[config.mk]
export PLATFORM = sky130hd
export DESIGN_NAME = dmem_access_ctrl
export DESIGN_NICKNAME = d
export VERILOG_FILES = /design/src/rtl/dmem_access_ctrl.sv
export SDC_FILE = /design/constraint.sdc
export NUM_CORES = 1
export LEC_CHECK = 0
export CORE_AREA = 3 3 121 123
export DETAILED_ROUTE_END_ITERATION = 8
export DIE_AREA = 0 0 124 126
export PLACE_DENSITY = 0.74
export SLEW_MARGIN = 0
export SYNTH_ARGS = -nofsm -noshare
export SYNTH_HDL_FRONTEND = slang
export SYNTH_SLANG_ARGS = --single-unit
[constraint.sdc]
create_clock -name clk -period 1.8 [get_ports clk]
set_input_delay 0.36 -clock clk [delete_from_list [all_inputs] [get_ports clk]]
set_output_delay 0.36 -clock clk [all_outputs]
set_load 0.01 [all_outputs]
[src/rtl/dmem_access_ctrl.sv]
// -----------------------------------------------------------------------------
// dmem_access_ctrl
// Load/store access controller between the MEM pipeline stage and a 32-bit
// byte-lane data RAM. One request is in flight at a time.
//
// Ports
//   clk, rst_n            clock, asynchronous active-low reset
//   req_valid/req_ready   request handshake
//   req_op                0=LB 1=LBU 2=LH 3=LHU 4=LW 5=SB 6=SH 7=SW
//   req_addr, req_wdata   byte address, right-justified store data
//   resp_valid/resp_ready response handshake
//   resp_rdata, resp_err  extended load result (0 for stores/errors), misalign
//   ram_ce, ram_we        RAM chip enable / write enable
//   ram_sel               byte enables, sel[3] -> data[31:24] (big-endian lanes)
//   ram_addr, ram_wdata   word-aligned address, lane-replicated write data
//   ram_rdata             combinational RAM read data
// -----------------------------------------------------------------------------
module dmem_access_ctrl #(
  parameter int ADDR_W = 32,
  parameter int DATA_W = 32
) (
  input  logic              clk,
  input  logic              rst_n,
  input  logic              req_valid,
  output logic              req_ready,
  input  logic [2:0]        req_op,
  input  logic [ADDR_W-1:0] req_addr,
  input  logic [DATA_W-1:0] req_wdata,
  output logic              resp_valid,
  input  logic              resp_ready,
  output logic [DATA_W-1:0] resp_rdata,
  output logic              resp_err,
  output logic              ram_ce,
  output logic              ram_we,
  output logic [3:0]        ram_sel,
  output logic [ADDR_W-1:0] ram_addr,
  output logic [DATA_W-1:0] ram_wdata,
  input  logic [DATA_W-1:0] ram_rdata
);

  typedef enum logic [1:0] {IDLE, ACCESS, RESP} state_e;
  typedef enum logic [2:0] {
    OP_LB, OP_LBU, OP_LH, OP_LHU, OP_LW, OP_SB, OP_SH, OP_SW
  } op_e;

  state_e              state_q, state_d;
  op_e                 op_q, op_d;
  logic [ADDR_W-1:0]   addr_q, addr_d;
  logic [DATA_W-1:0]   wdata_q, wdata_d;
  logic [DATA_W-1:0]   rdata_q, rdata_d;
  logic                err_q, err_d;

  logic                req_misaligned;
  logic [7:0]          rd_byte;
  logic [15:0]         rd_half;
  logic [DATA_W-1:0]   load_val;

  // Alignment of the incoming request; byte operations are always aligned.
  always_comb begin
    req_misaligned = 1'b0;
    case (op_e'(req_op))
      OP_LH, OP_LHU, OP_SH: req_misaligned = req_addr[0];
      OP_LW, OP_SW:         req_misaligned = |req_addr[1:0];
      default:              req_misaligned = 1'b0;
    endcase
  end

  // Big-endian lane extraction: byte offset 0 lives in data[31:24].
  always_comb begin
    case (addr_q[1:0])
      2'd0:    rd_byte = ram_rdata[31:24];
      2'd1:    rd_byte = ram_rdata[23:16];
      2'd2:    rd_byte = ram_rdata[15:8];
      default: rd_byte = ram_rdata[7:0];
    endcase
    rd_half = addr_q[1] ? ram_rdata[15:0] : ram_rdata[31:16];
  end

  always_comb begin
    case (op_q)
      OP_LB:   load_val = {{24{rd_byte[7]}}, rd_byte};
      OP_LBU:  load_val = {24'h0, rd_byte};
      OP_LH:   load_val = {{16{rd_half[15]}}, rd_half};
      OP_LHU:  load_val = {16'h0, rd_half};
      OP_LW:   load_val = ram_rdata;
      default: load_val = '0;
    endcase
  end

  // Next-state and outputs. RAM outputs are decoded from the state register,
  // so an asynchronous reset drops them in the same instant.
  always_comb begin
    // NOTE: every signal gets a default before the case so no path leaves one
    // unassigned, which would otherwise infer a latch.
    state_d    = state_q;
    op_d       = op_q;
    addr_d     = addr_q;
    wdata_d    = wdata_q;
    rdata_d    = rdata_q;
    err_d      = err_q;
    req_ready  = 1'b0;
    resp_valid = 1'b0;
    resp_rdata = '0;
    resp_err   = 1'b0;
    ram_ce     = 1'b0;
    ram_we     = 1'b0;
    ram_sel    = 4'b0000;
    ram_addr   = '0;
    ram_wdata  = '0;

    case (state_q)
      IDLE: begin
        req_ready = 1'b1;
        if (req_valid) begin
          op_d    = op_e'(req_op);
          addr_d  = req_addr;
          wdata_d = req_wdata;
          rdata_d = '0;
          err_d   = req_misaligned;
          // A misaligned request skips the RAM entirely.
          state_d = req_misaligned ? RESP : ACCESS;
        end
      end

      ACCESS: begin
        ram_ce   = 1'b1;
        ram_we   = op_q inside {OP_SB, OP_SH, OP_SW};
        ram_addr = {addr_q[ADDR_W-1:2], 2'b00};
        case (op_q)
          OP_LB, OP_LBU: ram_sel = 4'b1000 >> addr_q[1:0];
          OP_SB: begin
            ram_sel   = 4'b1000 >> addr_q[1:0];
            ram_wdata = {4{wdata_q[7:0]}};
          end
          OP_LH, OP_LHU: ram_sel = addr_q[1] ? 4'b0011 : 4'b1100;
          OP_SH: begin
            ram_sel   = addr_q[1] ? 4'b0011 : 4'b1100;
            ram_wdata = {2{wdata_q[15:0]}};
          end
          OP_SW: begin
            ram_sel   = 4'b1111;
            ram_wdata = wdata_q;
          end
          default: ram_sel = 4'b1111;
        endcase
        rdata_d = load_val;
        err_d   = 1'b0;
        state_d = RESP;
      end

      RESP: begin
        resp_valid = 1'b1;
        resp_rdata = rdata_q;
        resp_err   = err_q;
        if (resp_ready) state_d = IDLE;
      end

      default: state_d = IDLE;
    endcase
  end

  always_ff @(posedge clk or negedge rst_n) begin
    if (!rst_n) begin
      state_q <= IDLE;
      op_q    <= OP_LB;
      addr_q  <= '0;
      wdata_q <= '0;
      rdata_q <= '0;
      err_q   <= 1'b0;
    end else begin
      // NOTE: non-blocking assignments so every register samples pre-edge
      // values regardless of statement order.
      state_q <= state_d;
      op_q    <= op_d;
      addr_q  <= addr_d;
      wdata_q <= wdata_d;
      rdata_q <= rdata_d;
      err_q   <= err_d;
    end
  end

endmodule

==> results.yml, run 1 <==
outcome:
  run_status: "complete, but fails checks"
  violations: "negative setup slack"
finish:
  post-route-util: 0.682
  drive_gt1_frac: 0.501
  area_growth_pct: 73.5
  nets: 875
  diodes: 0
  final_area_sq_um: 9390
critical_path:
  max_stage_delay_ns: 0.39
  crit-reg2reg-launch: "state_q[0]"
  critPathKind: "reg2out"
  r2r_slack_ns: -0.18
  r2r-end: "rdata_q[28]"
  cp_max_fo: 4
  crit_path_end_kind: "output pin"
  path_common_cell: "buf_6"
  r2r_cells: 9
  slowest_stage: "dfrtp_1"
  critPathBufInv: 6
  start_kind: "flop"
  cp.required_ns: 1.44
  cp_cell_sequence: "buf_4 -> buf_6 -> buf_6 -> nor2b_4 -> buf_12 -> clkbuf_16 -> and2_1 -> buf_2"
  critPathLaunch: "state_q[1]"
  crit_family: "buffers and inverters"
  endpoint: "resp_rdata[19]"
  cp.depth: 8
  cp.arrival_ns: 1.81
sta:
  finClkSkew_ns: 0.0101
  hold_viol: 0
  fin_ws_ns: -0.365
  period_share: 1.20
  fin_crit_ns: 2.17
  setup_viol_count_final: 125
  timing.fmax_ghz: 0.462
  drv_slew: 0
  rsz0062_at_grt: "true"
synth:
  synthDistinctLibCells: 45
  netlist_area_sq_um: 5410
  synth_seq_cells: 102
  synth_edf_count: 0
  yosysWarnings: 0
  ys_async_sr_fraction: 1.00
  syn_inst: 483
  syn_area_per_cell_sq_um: 11.2
  synth-main-ff-cell: "dfrtp_1"
  seq_area_frac_synth: 0.472
cts:
  cts_buffers: 9
  cts-root-buf: "clkbuf_16"
  cts.clk_slew.worst_paths_ns: 0.07
  htreeDepth: 3
  cts_tree: "done"
  cts.sinks: 102
  cts_buffer_depth: 2
  clkLatencyLatePin_ns: 0.36
grt:
  grt_pass1_wl_microns: 28700
  grt_use_total: 0.239
  grt_max_degree: 65
  grt_pass1_vias: 5402
  grt_overflow: 0
  antenna_found_initial: 1
routing:
  routedWlPerCell_microns: 21.0
  drc: 0
  drtPass1Iterations: 5
  vias: 5162
  routed_wl_microns: 20100
  drt_iter0_markers: 418
  ant_nets: 0
  vias_per_cell: 5.39
die:
  start_util: 0.393
  core_sq_um: 13800
  row_count: 43
  die_x_microns: 124
  dieArea_sq_um: 15600
  io_pins: 208
  fp.dieH_microns: 126
min_path:
  hp-class: "reg2reg"
  hold_path_depth: 1
placed_design:
  dpl-instance-area_sq_um: 8100
  gp_congestion: 0.927
  io_buffers: 205
  dp_hpwl_microns: 12700
run:
  drv.max_cap_violation_count: 0
power_and_ir_drop:
  p_leak_nw: 4.26
  pwr_density_cell_nw_per_um2: 1460
  ir_drop_mv: 0.694
-- synth_stat cells (all sizes together) (9+ instances only) --
master | n | area, sq um
a21oi | 20 | 100
inv | 10 | 37.5
clkbuf | 15 | 56.3
nor2b | 11 | 68.8
a221o | 16 | 160
nor2 | 25 | 96.4
nand2 | 18 | 67.6
o21ai | 16 | 80.1
a211oi | 9 | 80.1
mux2 | 73 | 822
a21o | 9 | 67.6
and2 | 74 | 463
dfrtp | 102 | 2550
a22oi | 18 | 135
buf | 26 | 160
-- worst register-to-register path, stage by stage (launching register included) --
cell and delay [ns]:
dfrtp_1 0.39, or2b_4 0.25, inv_8 0.05, buf_8 0.13, buf_16 0.13, buf_12 0.12, and2_4 0.17, buf_6 0.13
buf_16 0.14, a221o_1 0.35
-- per-stage QoR --
stage                     TNS [ns]  setup WS, ns  power [mW]  hold slack [ns]  cells
final                       -28.96        -0.365        13.7            0.483    957
after global routing        -39.72        -0.422        14.4            0.503    957
after CTS                   -24.94        -0.364        12.5            0.486    946
after detailed placement    -31.67        -0.426        9.63            0.357    898
after global placement      -29.22        -0.381        9.45            0.359    898
after floorplan             -0.205       -0.0354        7.08           0.0644    484
-- how the worst min path moves through the flow --
stage,endpoint,from
finish,addr_q[19],addr_q[19]
global route,addr_q[30],addr_q[30]
CTS,addr_q[19],addr_q[19]
detailed placement,addr_q[5],rst_n
global placement,addr_q[16],rst_n
floorplan,addr_q[0],rst_n
-- flip-flops by register name (all words and copies together), names as in the netlist --
register	flops
err_q	1
state_q	2
rdata_q	32
op_q	3
addr_q	32
wdata_q	32
-- where the power goes --
group	leakage (nW)	switching (mW)	total (mW)	internal, mW
combinational	2.86	3.42	7.65	4.23
clock	0.146	0.874	1.99	1.12
sequential	1.26	0.729	4.07	3.34
total	4.26	5.02	13.7	8.69
-- cell usage in the layout (no fill, tap or decap), types with 7 or more instances in the layout --
cell	Yosys	final
a211oi_2	0	7
a21o_1	9	9
a21oi_1	20	14
a221o_1	16	16
a222oi_1	7	7
a22oi_1	18	7
a22oi_2	0	11
and2_1	74	23
and2_4	0	51
buf_12	0	13
buf_16	0	8
buf_2	17	46
buf_4	3	59
buf_6	4	83
clkbuf_16	0	12
clkdlybuf4s50_1	0	101
dfrtp_1	102	100
inv_1	9	9
mux2_1	36	36
mux2_2	37	37
mux4_2	7	7
nand2_1	18	17
nor2_1	24	12
nor2_2	1	10
o21ai_0	8	7
o21ai_1	8	8
-- per-layer routing --
layer	global-route usage	part of all wire	vias up
li1	-	-	2319
met1	0.284	0.38	2571
met2	0.412	0.50	222
met3	0.0602	0.082	48
met4	0.0928	0.032	2
met5	0	0.00065	-
-- repair_timing --
action	4_1_cts	5_1_grt
endpoints found under the setup margin	133	149
hold buffers	1	0
cloned	9	3
pin swaps	36	29
gates resized for setup	521	123
setup buffers	22	11
endpoints found under the hold margin	38	0
-- final cells by class --
cell class,count,area [sq um]
clock buffers,11,243
clock inverters,5,56.3
fillers,1043,4390
inverters,10,45.0
multi-input cells,331,3030
flip-flops and latches,102,2550
well taps,180,225
repair buffers,318,3240
-- cells by family (layout without fill, tap and decap cells) --
| group | after synthesis | count (layout) | synth area share |
|---|---|---|---|
| AO/OA/AOI/OAI | 111 | 111 | 0.155 |
| AND/OR/NAND/NOR | 135 | 135 | 0.139 |
| other | 1 | 2 | 0.000693 |
| buffers and inverters | 51 | 344 | 0.0469 |
| multiplexers | 82 | 82 | 0.185 |
| XOR/XNOR | 1 | 1 | 0.00162 |
| flip-flops | 102 | 102 | 0.472 |
Note: power is estimated with default switching activity, not from simulation.
==> inputs of run 2 (changes only) <==
--- a/config.mk
+++ b/config.mk
@@ -5,10 +5,13 @@
 export SDC_FILE = /design/constraint.sdc
 export NUM_CORES = 1
 export LEC_CHECK = 0
-export CORE_AREA = 3 3 121 123
+export ABC_AREA = 1
+export CELL_PAD_IN_SITES_DETAIL_PLACEMENT = 1
+export CELL_PAD_IN_SITES_GLOBAL_PLACEMENT = 2
+export CORE_AREA = 3 3 169 171
 export DETAILED_ROUTE_END_ITERATION = 8
-export DIE_AREA = 0 0 124 126
-export PLACE_DENSITY = 0.74
+export DIE_AREA = 0 0 172 174
+export PLACE_DENSITY = 0.73
 export SLEW_MARGIN = 0
 export SYNTH_ARGS = -nofsm -noshare
 export SYNTH_HDL_FRONTEND = slang
==> results.yml, run 2 <==
outcome:
  run_status: "complete, but fails checks"
  violations: "negative setup slack"
sta:
  finalSetupTns_ns: -20.94
  rsz0062_at_grt: "true"
  finClkSkew_ns: 0.0106
  period_share: 1.21
  fin_ws_ns: -0.373
  hold_viol: 0
  setup_viol_count_final: 100
  fin_hold_ws_ns: 0.484
  fin_crit_ns: 2.17
  drv_slew: 0
  timing.fmax_ghz: 0.460
synth:
  synth.most_common_cell: "nand2_1"
  seq_area_frac_synth: 0.448
  syn_area_per_cell_sq_um: 6.89
  synth_seq_cells: 102
  syn_inst: 827
  synth_top_area_frac: 0.448
  synth_area_leader_cell: "dfrtp_1"
  synth-main-ff-cell: "dfrtp_1"
  ys_top_cells_by_area: "dfrtp_1 (45%), nand2_1 (16%), inv_1 (8.3%), o21ai_0 (7.5%), nor2_1 (7.4%)"
  synthDistinctLibCells: 29
  ys_async_sr_fraction: 1.00
  synth_edf_count: 0
  yosysWarnings: 0
  synth_common_cells: "nand2_1 (241), inv_1 (126), nor2_1 (113)"
  netlist_area_sq_um: 5700
grt:
  use_met3: 0.0373
  grt-busiest-layer: "met2"
  grt_max_degree: 46
  use_met2: 0.251
  antenna_found_initial: 2
  grt_overflow: 0
  grt_pass1_vias: 6561
  grtUsageMet1: 0.213
  grt_use_total: 0.156
  grt_pass1_wl_microns: 36600
routing:
  vias: 6225
  drc: 0
  drtPass1Iterations: 4
  vias_per_cell: 4.30
  routedWlPerCell_microns: 16.4
  drt_iter0_markers: 236
  ant_nets: 0
  routed_wl_microns: 23800
critical_path:
  cp.arrival_ns: 1.81
  cp.required_ns: 1.44
  crit_path_end_kind: "output pin"
  start_kind: "flop"
  r2r_cells: 9
  cp_max_fo: 8
  r2r_slack_ns: 0.10
  critPathLaunch: "op_q[1]"
  r2r-end: "rdata_q[15]"
  crit-reg2reg-launch: "op_q[1]"
  critPathKind: "reg2out"
min_path:
  hold_path_depth: 2
  hp-start: "rdata_q[6]"
  whs_endpoint: "rdata_q[6]"
  hp-class: "reg2reg"
power_and_ir_drop:
  p_leak_nw: 4.73
  pwr_density_cell_nw_per_um2: 1290
  finalPower_mw: 12.2
  ir_drop_mv: 0.427
placed_design:
  io_buffers: 205
  dp.cells: 1394
  dp_hpwl_microns: 17100
  gp_congestion: 0.821
run:
  drv.max_cap_violation_count: 0
finish:
  nets: 1202
  post-route-util: 0.351
  drive_gt1_frac: 0.310
  area_growth_pct: 66.5
  mostFrequentLayoutCells: "nand2_1 (234), inv_1 (120), clkdlybuf4s50_1 (101), dfrtp_1 (100), o21ai_0 (77)"
  fin_cells: 1446
  final_common_cell: "nand2_1"
  reg_top3: "addr_q x32, rdata_q x32, wdata_q x32"
cts:
  cts_buffer_depth: 2
  cts-root-buf: "clkbuf_16"
  cts_buffers: 9
  clkLatencyLatePin_ns: 0.36
  cts_tree: "done"
  htreeDepth: 3
  cts.clk_slew.worst_paths_ns: 0.08
  cts.sinks: 102
die:
  row_count: 60
  core_sq_um: 27000
  die_x_microns: 172
  io_pins: 208
  fp.dieH_microns: 174
  dieArea_sq_um: 29900
  start_util: 0.211
==> run 2: cell count changes in the layout (fill, tap and decap cells not counted), sizes merged, moves of 16 or more <==
cell   change
mux2      -73
a22oi     -18
and2      -74
nand2    +226
o21ai     +79
inv      +124
nand3     +35
nor2      +92
a221o     -16
==> run 2: worst max-delay path by stage <==
stage | to | slack, ns | cells past startpoint
2_1_floorplan | resp_rdata[11] | 0.17 | 5
3_5_place_dp | ram_wdata[8] | -0.39 | 7
6_report | ram_wdata[1] | -0.37 | 7
5_1_grt | ram_wdata[1] | -0.50 | 7
4_1_cts | ram_wdata[0] | -0.41 | 8
3_3_place_gp | ram_wdata[20] | -0.34 | 7
==> run 2: logic make-up (layout without fill, tap and decap cells) <==
| kind of cell | after synthesis | count (layout) | synth area share |
|---|---|---|---|
| AO/OA/AOI/OAI | 133 | 133 | 0.124 |
| buffers and inverters | 181 | 457 | 0.134 |
| other | 1 | 3 | 0.000658 |
| flip-flops | 102 | 102 | 0.448 |
| AND/OR/NAND/NOR | 410 | 410 | 0.293 |
==> run 2: area by class of cell <==
| type | instances | area, sq um |
|---|---|---|
| flip-flops and latches | 102 | 2550 |
| fillers | 3302 | 17500 |
| repair buffers | 309 | 2840 |
| diodes | 1 | 2.50 |
| clock buffers | 9 | 225 |
| well taps | 341 | 427 |
| multi-input cells | 545 | 2850 |
| inverters | 132 | 510 |
| clock inverters | 7 | 71.3 |
==> run 2: metrics by stage <==
stage / setup slack, ns / area [sq um]
after floorplan: 0.171 / 5700
after global placement: -0.340 / 8580
after detailed placement: -0.392 / 8580
after CTS: -0.410 / 9150
after global routing: -0.502 / 9490
final: -0.373 / 9490
==> run 2: what timing repair did <==
action / CTS / global route
hold buffers: 1 / 0
cloned: 2 / 3
hold endpoints to repair: 26 / 0
pin swaps: 21 / 24
endpoints found under the setup margin: 103 / 119
gates resized for setup: 445 / 172
setup buffers: 20 / 10
==> run 2: where the power goes <==
group          internal, mW  leakage, nW  switching [mW]
logic                  2.86         3.29            3.70
clock network         0.989        0.147            1.04
registers              3.21         1.30           0.437
total                  7.05         4.73            5.18
==> run 2: metal layers <==
layer,vias up,part of all wire
met5,-,0.0013
met4,4,0.013
met3,20,0.061
met2,163,0.47
met1,2951,0.46
li1,3087,-
==> run 2: worst max-delay path, stage by stage, from the launching register on <==
cell and delay [ns]:
dfrtp_2 0.45, buf_6 0.14, nor2_4 0.04, nor3_4 0.25
buf_6 0.15, clkinvlp_4 0.17, nor2_1 0.13, buf_2 0.14
